File: config.mk
export PLATFORM = sky130hd
export DESIGN_NAME = alu_sequencer
export DESIGN_NICKNAME = d
export VERILOG_FILES = /design/src/rtl/alu_sequencer.sv
export SDC_FILE = /design/constraint.sdc
export NUM_CORES = 1
export LEC_CHECK = 0
export ABC_AREA = 1
export CORE_ASPECT_RATIO = 1.25
export CORE_UTILIZATION = 48
export DETAILED_ROUTE_END_ITERATION = 12
export GPL_ROUTABILITY_DRIVEN = 0
export GPL_TIMING_DRIVEN = 0
export PLACE_DENSITY = 0.68
export SYNTH_ARGS = -nofsm -noshare
export SYNTH_HDL_FRONTEND = slang
export SYNTH_SLANG_ARGS = --single-unit
File: constraint.sdc
create_clock -name clk -period 5.3 [get_ports clk]
set_clock_uncertainty 0.1 [all_clocks]
set_input_delay 0.53 -clock clk [delete_from_list [all_inputs] [get_ports clk]]
set_output_delay 0.53 -clock clk [all_outputs]
set_load 0.01 [all_outputs]
File: src/rtl/alu_sequencer.sv
// Sequenced N-bit ALU: one operation per start/busy handshake. Simple ops finish in one cycle.
// MUL uses shift-add and DIV/MOD use a restoring divider; both iterate N cycles over a shared accumulator.
module alu_sequencer #(
  parameter int N = 8
) (
  input  logic         clk,
  input  logic         rst,
  input  logic         start,
  input  logic [3:0]   op,
  input  logic [N-1:0] a,
  input  logic [N-1:0] b,
  output logic         busy,
  output logic         done,
  output logic [N-1:0] result,
  output logic [N-1:0] result_hi,
  output logic         zero,
  output logic         carry,
  output logic         negative,
  output logic         overflow,
  output logic         div_zero,
  output logic         illegal
);

  localparam int CW = $clog2(N);

  localparam logic [3:0] OP_ADD = 4'd0;
  localparam logic [3:0] OP_SUB = 4'd1;
  localparam logic [3:0] OP_AND = 4'd2;
  localparam logic [3:0] OP_OR  = 4'd3;
  localparam logic [3:0] OP_XOR = 4'd4;
  localparam logic [3:0] OP_NOT = 4'd5;
  localparam logic [3:0] OP_MUL = 4'd6;
  localparam logic [3:0] OP_DIV = 4'd7;
  localparam logic [3:0] OP_MOD = 4'd8;

  typedef enum logic [1:0] {IDLE, MUL_IT, DIV_IT, FINISH} state_t;

  state_t           state, state_nxt;
  logic [3:0]       op_r;
  logic [N-1:0]     a_r, b_r;
  logic [2*N-1:0]   acc;
  logic [CW-1:0]    cnt;

  logic [N:0]       mul_sum;
  logic [2*N-1:0]   mul_next;
  logic [N:0]       div_shift, div_trial;
  logic [2*N-1:0]   div_next;

  logic [N:0]       simple;
  logic [N-1:0]     fin_lo, fin_hi;
  logic             fin_zero, fin_carry, fin_neg, fin_ovf, fin_dz, fin_ill;

  // Single-cycle function unit; bit N carries the ADD carry-out.
  function automatic logic [N:0] simple_op(input logic [3:0] o, input logic [N-1:0] x,
                                           input logic [N-1:0] y);
    case (o)
      OP_ADD:  simple_op = {1'b0, x} + {1'b0, y};
      OP_SUB:  simple_op = {1'b0, x - y};
      OP_AND:  simple_op = {1'b0, x & y};
      OP_OR:   simple_op = {1'b0, x | y};
      OP_XOR:  simple_op = {1'b0, x ^ y};
      OP_NOT:  simple_op = {1'b0, ~x};
      default: simple_op = '0;
    endcase
  endfunction

  assign busy = (state != IDLE);

  always_ff @(posedge clk or posedge rst) begin
    if (rst) state <= IDLE;
    else     state <= state_nxt;
  end

  always_comb begin
    state_nxt = state;
    case (state)
      IDLE: begin
        if (start) begin
          if (op == OP_MUL)                                   state_nxt = MUL_IT;
          else if ((op == OP_DIV || op == OP_MOD) && b != '0) state_nxt = DIV_IT;
          else                                                state_nxt = FINISH;
        end
      end
      MUL_IT:  if (cnt == '0) state_nxt = FINISH;
      DIV_IT:  if (cnt == '0) state_nxt = FINISH;
      FINISH:  state_nxt = IDLE;
      default: state_nxt = IDLE;
    endcase
  end

  // acc = {partial product, multiplier} for MUL and {remainder, quotient} for DIV/MOD.
  always_comb begin
    mul_sum   = {1'b0, acc[2*N-1:N]} + {1'b0, (acc[0] ? b_r : {N{1'b0}})};
    mul_next  = {mul_sum, acc[N-1:1]};
    div_shift = acc[2*N-1:N-1];
    div_trial = div_shift - {1'b0, b_r};
    div_next  = {(div_trial[N] ? div_shift[N-1:0] : div_trial[N-1:0]),
                 acc[N-2:0], ~div_trial[N]};
  end

  always_comb begin
    simple    = simple_op(op_r, a_r, b_r);
    fin_lo    = simple[N-1:0];
    fin_hi    = '0;
    fin_carry = 1'b0;
    fin_neg   = 1'b0;
    fin_ovf   = 1'b0;
    fin_dz    = 1'b0;
    fin_ill   = 1'b0;
    case (op_r)
      OP_ADD: fin_carry = simple[N];
      OP_SUB: fin_neg = (b_r > a_r);
      OP_AND, OP_OR, OP_XOR, OP_NOT: ;
      OP_MUL: begin
        fin_lo  = acc[N-1:0];
        fin_hi  = acc[2*N-1:N];
        fin_ovf = |acc[2*N-1:N];
      end
      OP_DIV, OP_MOD: begin
        if (b_r == '0) begin
          fin_lo = '0;
          fin_dz = 1'b1;
        end else begin
          fin_lo = (op_r == OP_DIV) ? acc[N-1:0] : acc[2*N-1:N];
        end
      end
      default: begin
        fin_lo  = '0;
        fin_ill = 1'b1;
      end
    endcase
    fin_zero = !fin_ill && ({fin_hi, fin_lo} == '0);
  end

  always_ff @(posedge clk or posedge rst) begin
    if (rst) begin
      op_r      <= '0;
      a_r       <= '0;
      b_r       <= '0;
      acc       <= '0;
      cnt       <= '0;
      done      <= 1'b0;
      result    <= '0;
      result_hi <= '0;
      zero      <= 1'b0;
      carry     <= 1'b0;
      negative  <= 1'b0;
      overflow  <= 1'b0;
      div_zero  <= 1'b0;
      illegal   <= 1'b0;
    end else begin
      done <= 1'b0;
      case (state)
        IDLE: begin
          if (start) begin
            op_r <= op;
            a_r  <= a;
            b_r  <= b;
            acc  <= {{N{1'b0}}, a};
            cnt  <= CW'(N - 1);
          end
        end
        MUL_IT: begin
          acc <= mul_next;
          cnt <= cnt - CW'(1);
        end
        DIV_IT: begin
          acc <= div_next;
          cnt <= cnt - CW'(1);
        end
        FINISH: begin
          result    <= fin_lo;
          result_hi <= fin_hi;
          zero      <= fin_zero;
          carry     <= fin_carry;
          negative  <= fin_neg;
          overflow  <= fin_ovf;
          div_zero  <= fin_dz;
          illegal   <= fin_ill;
          done      <= 1'b1;
        end
        default: ;
      endcase
    end
  end

endmodule

==> impl_summary.md <==
Timing
The worst path in the final design needs a cycle of 2.73 ns, including I/O delays and setup. Setup violations remaining at the end of the flow were counted as 0. The number of endpoints with negative hold slack in the final report was 0. For the pin with the worst max-slew slack, the measured transition is 0.634 ns.

The number of pins exceeding their max-slew limit in the final report was 0. Setup repair after global routing left no endpoint under its margin. The relative slew slack is 57.6%. The total negative slack for setup checks is 0 ns.

For this run, the top clock speed supported by timing is 366 MHz. The fraction of the cycle the final worst path needs is 51.5%.

Clocking
The clock latency reported for the late side of the worst-skew pair is 0.34 ns. The clock passes through at most 2 buffers. Clock-pin slew was measured on the worst setup and hold paths at 0.05 ns. The number of H-tree levels is 3. The post-cts gate resize count is 0.

The number of sinks handled by clock tree synthesis is 64. The post-cts hold buffer count is 0. The clock tree root driver cell is sky130_fd_sc_hd__clkbuf_16. The CTS tree is done. Clock tree synthesis inserted a total of 9 buffers. Post-CTS timing repair inserted 0 buffers for setup.

Setup path
The kind of cell adding the most delay to the critical path is simple AND/OR/NAND/NOR gates. In this run the critical register-to-register path is launched from b_r[1]. The timing startpoint of the critical path is b_r[1]. The most frequent cell on the critical path is sky130_fd_sc_hd__nand2_1. In this run the worst path has a maximum fanout of 9. The setup check on the worst reg-to-reg path leaves a slack of 2.57 ns. The worst setup path is launched from a register. The worst register-to-register path has a depth of 12. STA classifies the critical path endpoint as a register. The capturing point of the worst reg2reg path is acc[9]. The number of gates on the worst path with buffers counted is 12. Among all stages on the critical path, the largest delay is contributed by sky130_fd_sc_hd__dfrtp_1. The signal on the critical path passes through inv_1 -> fa_1 -> nand3_1 -> nand2_1 -> nand4_1 -> nand3_2 -> xor2_2 -> nand2_1 -> nand3_1 -> nand2_1 -> nand2_1 -> nand2_1.

The data arrival time of the critical path is 2.86 ns. For this run, the slowest stage of the critical path takes 0.53 ns. The worst setup path is of the reg2reg kind. The termination of the worst setup path is acc[9].

Counting both buffers and inverters, the worst setup path holds a total of 1. The required time of the critical path is 5.43 ns.

Floorplanning
The die area is 11200 um^2. The total area inside the core boundary comes to 10600 um^2. For this configuration, the core starts out at a cell density of 49.2%. The floorplan has 42 rows. In this run the count of I/O pins placed on the die edge is 47.

The floorplan die width is 95.0 um. The die is 118 um tall.

Route
The post-detailed-route count of antenna-violating nets is 0. The detailed router placed 5220 vias in this run. The remaining design rule violation count is 0.

After detailed routing, the number of vias per cell comes to 5.48. The routed wirelength normalized by instance count is 15.4 um. The iteration count of the initial detailed-routing pass is 5. In this run, the number of DRC markers left after iteration 0 of detailed routing was 350. The wire length after detailed routing is 14700 um.

Synth
The sequential area share after synthesis is 30.8%. Yosys mapped the design onto 36 distinct sky130hd cell types. The summed instance area of the synthesized netlist is 5190 um^2. The Yosys step of the flow raised 0 warnings. A synthesized cell averages 6.84 um^2. In this run, synthesis inferred 0 flip-flops with an integrated enable. The area share of the leading cell type in the synthesized netlist is 30.8%. After technology mapping, the gate count stands at 759. For this run, the leading register cell type out of synthesis is sky130_fd_sc_hd__dfrtp_1. The number of nets handed over by synthesis was 833.

The fraction of registers with async set or reset after synthesis is 100%. The number of synthesized register bits is 64. By area the synthesized netlist is led by sky130_fd_sc_hd__dfrtp_1 (31%), sky130_fd_sc_hd__nand2_1 (15%), sky130_fd_sc_hd__ha_1 (11%). The synthesized design spends more area on one cell type than any other, namely sky130_fd_sc_hd__dfrtp_1.

Status
The flow ran to the end, and the final reports show no timing, DRC or antenna violations.

Job
The tool flagged a number of max-cap violations equal to 0.

Hold path
The worst min-delay path category is reg2reg.

Layout
The net count of the finished layout is 891. The area added between synthesis and finish is 17.7%. Once layout is complete, the utilization of the core stands at 57.9%. The number of antenna diodes is 0. Of the cells placed in the final design, the portion with a size suffix greater than 1 is 5.48%. The layout filler cell count is 1040.

Global routing
The number of antenna violations at the first check in global routing is 0. The global-route wire length before repair is 24500 um. For this run the aggregate overflow at the end of global routing stands at 0. The number of global-route vias before repair is 5058.

The overall track demand over capacity in global routing is 28.3%. The maximum number of pins on one net before global-route repair is 42.

Power
The analysis attributes to cell leakage a power of 3.23 nW. The highest ir drop seen on vdd is 0.419 mV. The power density normalized to cell area is 646 nW/um^2.

Placed design
The HPWL after detailed placement is 11800 um. In this run the tool buffered the top-level ports with 46 buffer cells.
==> area by class of cell <==
| cell class | count | area [um^2] | share of cell area, % |
|---|---|---|---|
| Inverter | 113 | 425 | 6.96 |
| Buffer | 21 | 108 | 1.76 |
| Clock inverter | 3 | 17.5 | 0.287 |
| Multi-Input combinational cell | 561 | 3060 | 50.0 |
| Tap cell | 132 | 165 | 2.70 |
| Sequential cell | 64 | 1600 | 26.2 |
| Clock buffer | 12 | 256 | 4.20 |
| Timing Repair Buffer | 47 | 480 | 7.86 |
==> state kept, by name, indices dropped and copies added (netlist names) <==
name       flops
op_r           4
done           1
cnt            3
result         8
illegal        1
acc           16
div_zero       1
negative       1
overflow       1
carry          1
b_r            8
a_r            8
result_hi      8
state          2
zero           1
==> metal layers <==
layer | GRT usage [%] | part of all wire (%) | vias to the layer above
li1 | - | - | 2594
met1 | 36.0 | 42 | 2399
met2 | 46.1 | 48 | 181
met3 | 4.76 | 5.5 | 46
met4 | 13.4 | 4.1 | 0
met5 | 0 | 0 | -
==> metrics by stage <==
| step | hold slack [ns] | total power, W | setup slack (ns) | instance area [um^2] | std cells |
|---|---|---|---|---|---|
| 2_1_floorplan | 0.340 | 0.00264 | 3.07 | 5190 | 759 |
| 5_1_grt | 0.397 | 0.00433 | 2.35 | 6110 | 953 |
| 3_3_place_gp | 0.354 | 0.00330 | 1.91 | 5820 | 937 |
| 4_1_cts | 0.373 | 0.00394 | 2.57 | 6110 | 953 |
| 6_report | 0.374 | 0.00395 | 2.57 | 6110 | 953 |
| 3_5_place_dp | 0.367 | 0.00337 | 2.58 | 5840 | 938 |
==> how the worst min path moves through the flow <==
stage          cells past startpoint        end  startpoint
3_5_place_dp                       1     cnt[0]      cnt[0]
5_1_grt                            2  result[6]   result[6]
6_report                           1     cnt[0]      cnt[0]
4_1_cts                            1     cnt[0]      cnt[0]
3_3_place_gp                       1     cnt[0]      cnt[0]
2_1_floorplan                      1     cnt[0]      cnt[0]
==> synthesized netlist by cell type (2+ instances only) <==
cell type and count:
sky130_fd_sc_hd__clkbuf_1 13, sky130_fd_sc_hd__inv_1 107, sky130_fd_sc_hd__nand3b_1 4, sky130_fd_sc_hd__fa_1 4, sky130_fd_sc_hd__nor3_1 4, sky130_fd_sc_hd__nand2_2 5, sky130_fd_sc_hd__nor2_2 4, sky130_fd_sc_hd__nand2_4 2
sky130_fd_sc_hd__dfrtp_1 64, sky130_fd_sc_hd__buf_6 3, sky130_fd_sc_hd__a22oi_1 3, sky130_fd_sc_hd__a21oi_1 45, sky130_fd_sc_hd__nor4_1 3, sky130_fd_sc_hd__o21ai_0 63, sky130_fd_sc_hd__nand3_1 63, sky130_fd_sc_hd__o21ai_1 3
sky130_fd_sc_hd__nand4_1 14, sky130_fd_sc_hd__o22ai_1 14, sky130_fd_sc_hd__o31ai_1 4, sky130_fd_sc_hd__inv_2 4, sky130_fd_sc_hd__o211ai_1 2, sky130_fd_sc_hd__ha_1 47, sky130_fd_sc_hd__buf_2 5, sky130_fd_sc_hd__xor2_2 2
sky130_fd_sc_hd__xnor2_1 3, sky130_fd_sc_hd__nor2_1 59, sky130_fd_sc_hd__nand2_1 203, sky130_fd_sc_hd__xor2_1 4
==> where the power goes <==
group | internal, W | leakage (nW) | switching (W) | total [W]
logic | 0.000868 | 2.29 | 0.00162 | 0.00249
clock network | 0.000337 | 0.134 | 0.000211 | 0.000549
registers | 0.000685 | 0.808 | 0.000224 | 0.000909
total | 0.00189 | 3.23 | 0.00206 | 0.00395
==> cell families (layout without fill, tap and decap cells) <==
kind of cell	count (synthesis)	after routing	synth area share, %
AO/OA/AOI/OAI	138	138	14.4
buffers and inverters	134	196	10.3
adder cells (fa/ha/maj)	51	51	12.9
flip-flops	64	64	30.8
XOR/XNOR	9	9	1.81
AND/OR/NAND/NOR	363	363	29.8
==> cells in the final DEF, fill, tap and decap left out, types with 4 or more instances in the layout <==
cell	Yosys	layout
sky130_fd_sc_hd__a21oi_1	45	45
sky130_fd_sc_hd__buf_2	5	5
sky130_fd_sc_hd__clkbuf_1	13	14
sky130_fd_sc_hd__clkbuf_16	0	9
sky130_fd_sc_hd__clkdlybuf4s50_1	0	46
sky130_fd_sc_hd__dfrtp_1	64	64
sky130_fd_sc_hd__fa_1	4	4
sky130_fd_sc_hd__ha_1	47	47
sky130_fd_sc_hd__inv_1	107	106
sky130_fd_sc_hd__inv_2	4	5
sky130_fd_sc_hd__nand2_1	203	203
sky130_fd_sc_hd__nand2_2	5	5
sky130_fd_sc_hd__nand3_1	63	63
sky130_fd_sc_hd__nand3b_1	4	4
sky130_fd_sc_hd__nand4_1	14	14
sky130_fd_sc_hd__nor2_1	59	59
sky130_fd_sc_hd__nor2_2	4	4
sky130_fd_sc_hd__nor3_1	4	4
sky130_fd_sc_hd__o21ai_0	63	63
sky130_fd_sc_hd__o22ai_1	14	14
sky130_fd_sc_hd__o31ai_1	4	4
sky130_fd_sc_hd__xor2_1	4	4
Note: power is estimated with default switching activity, not from simulation.
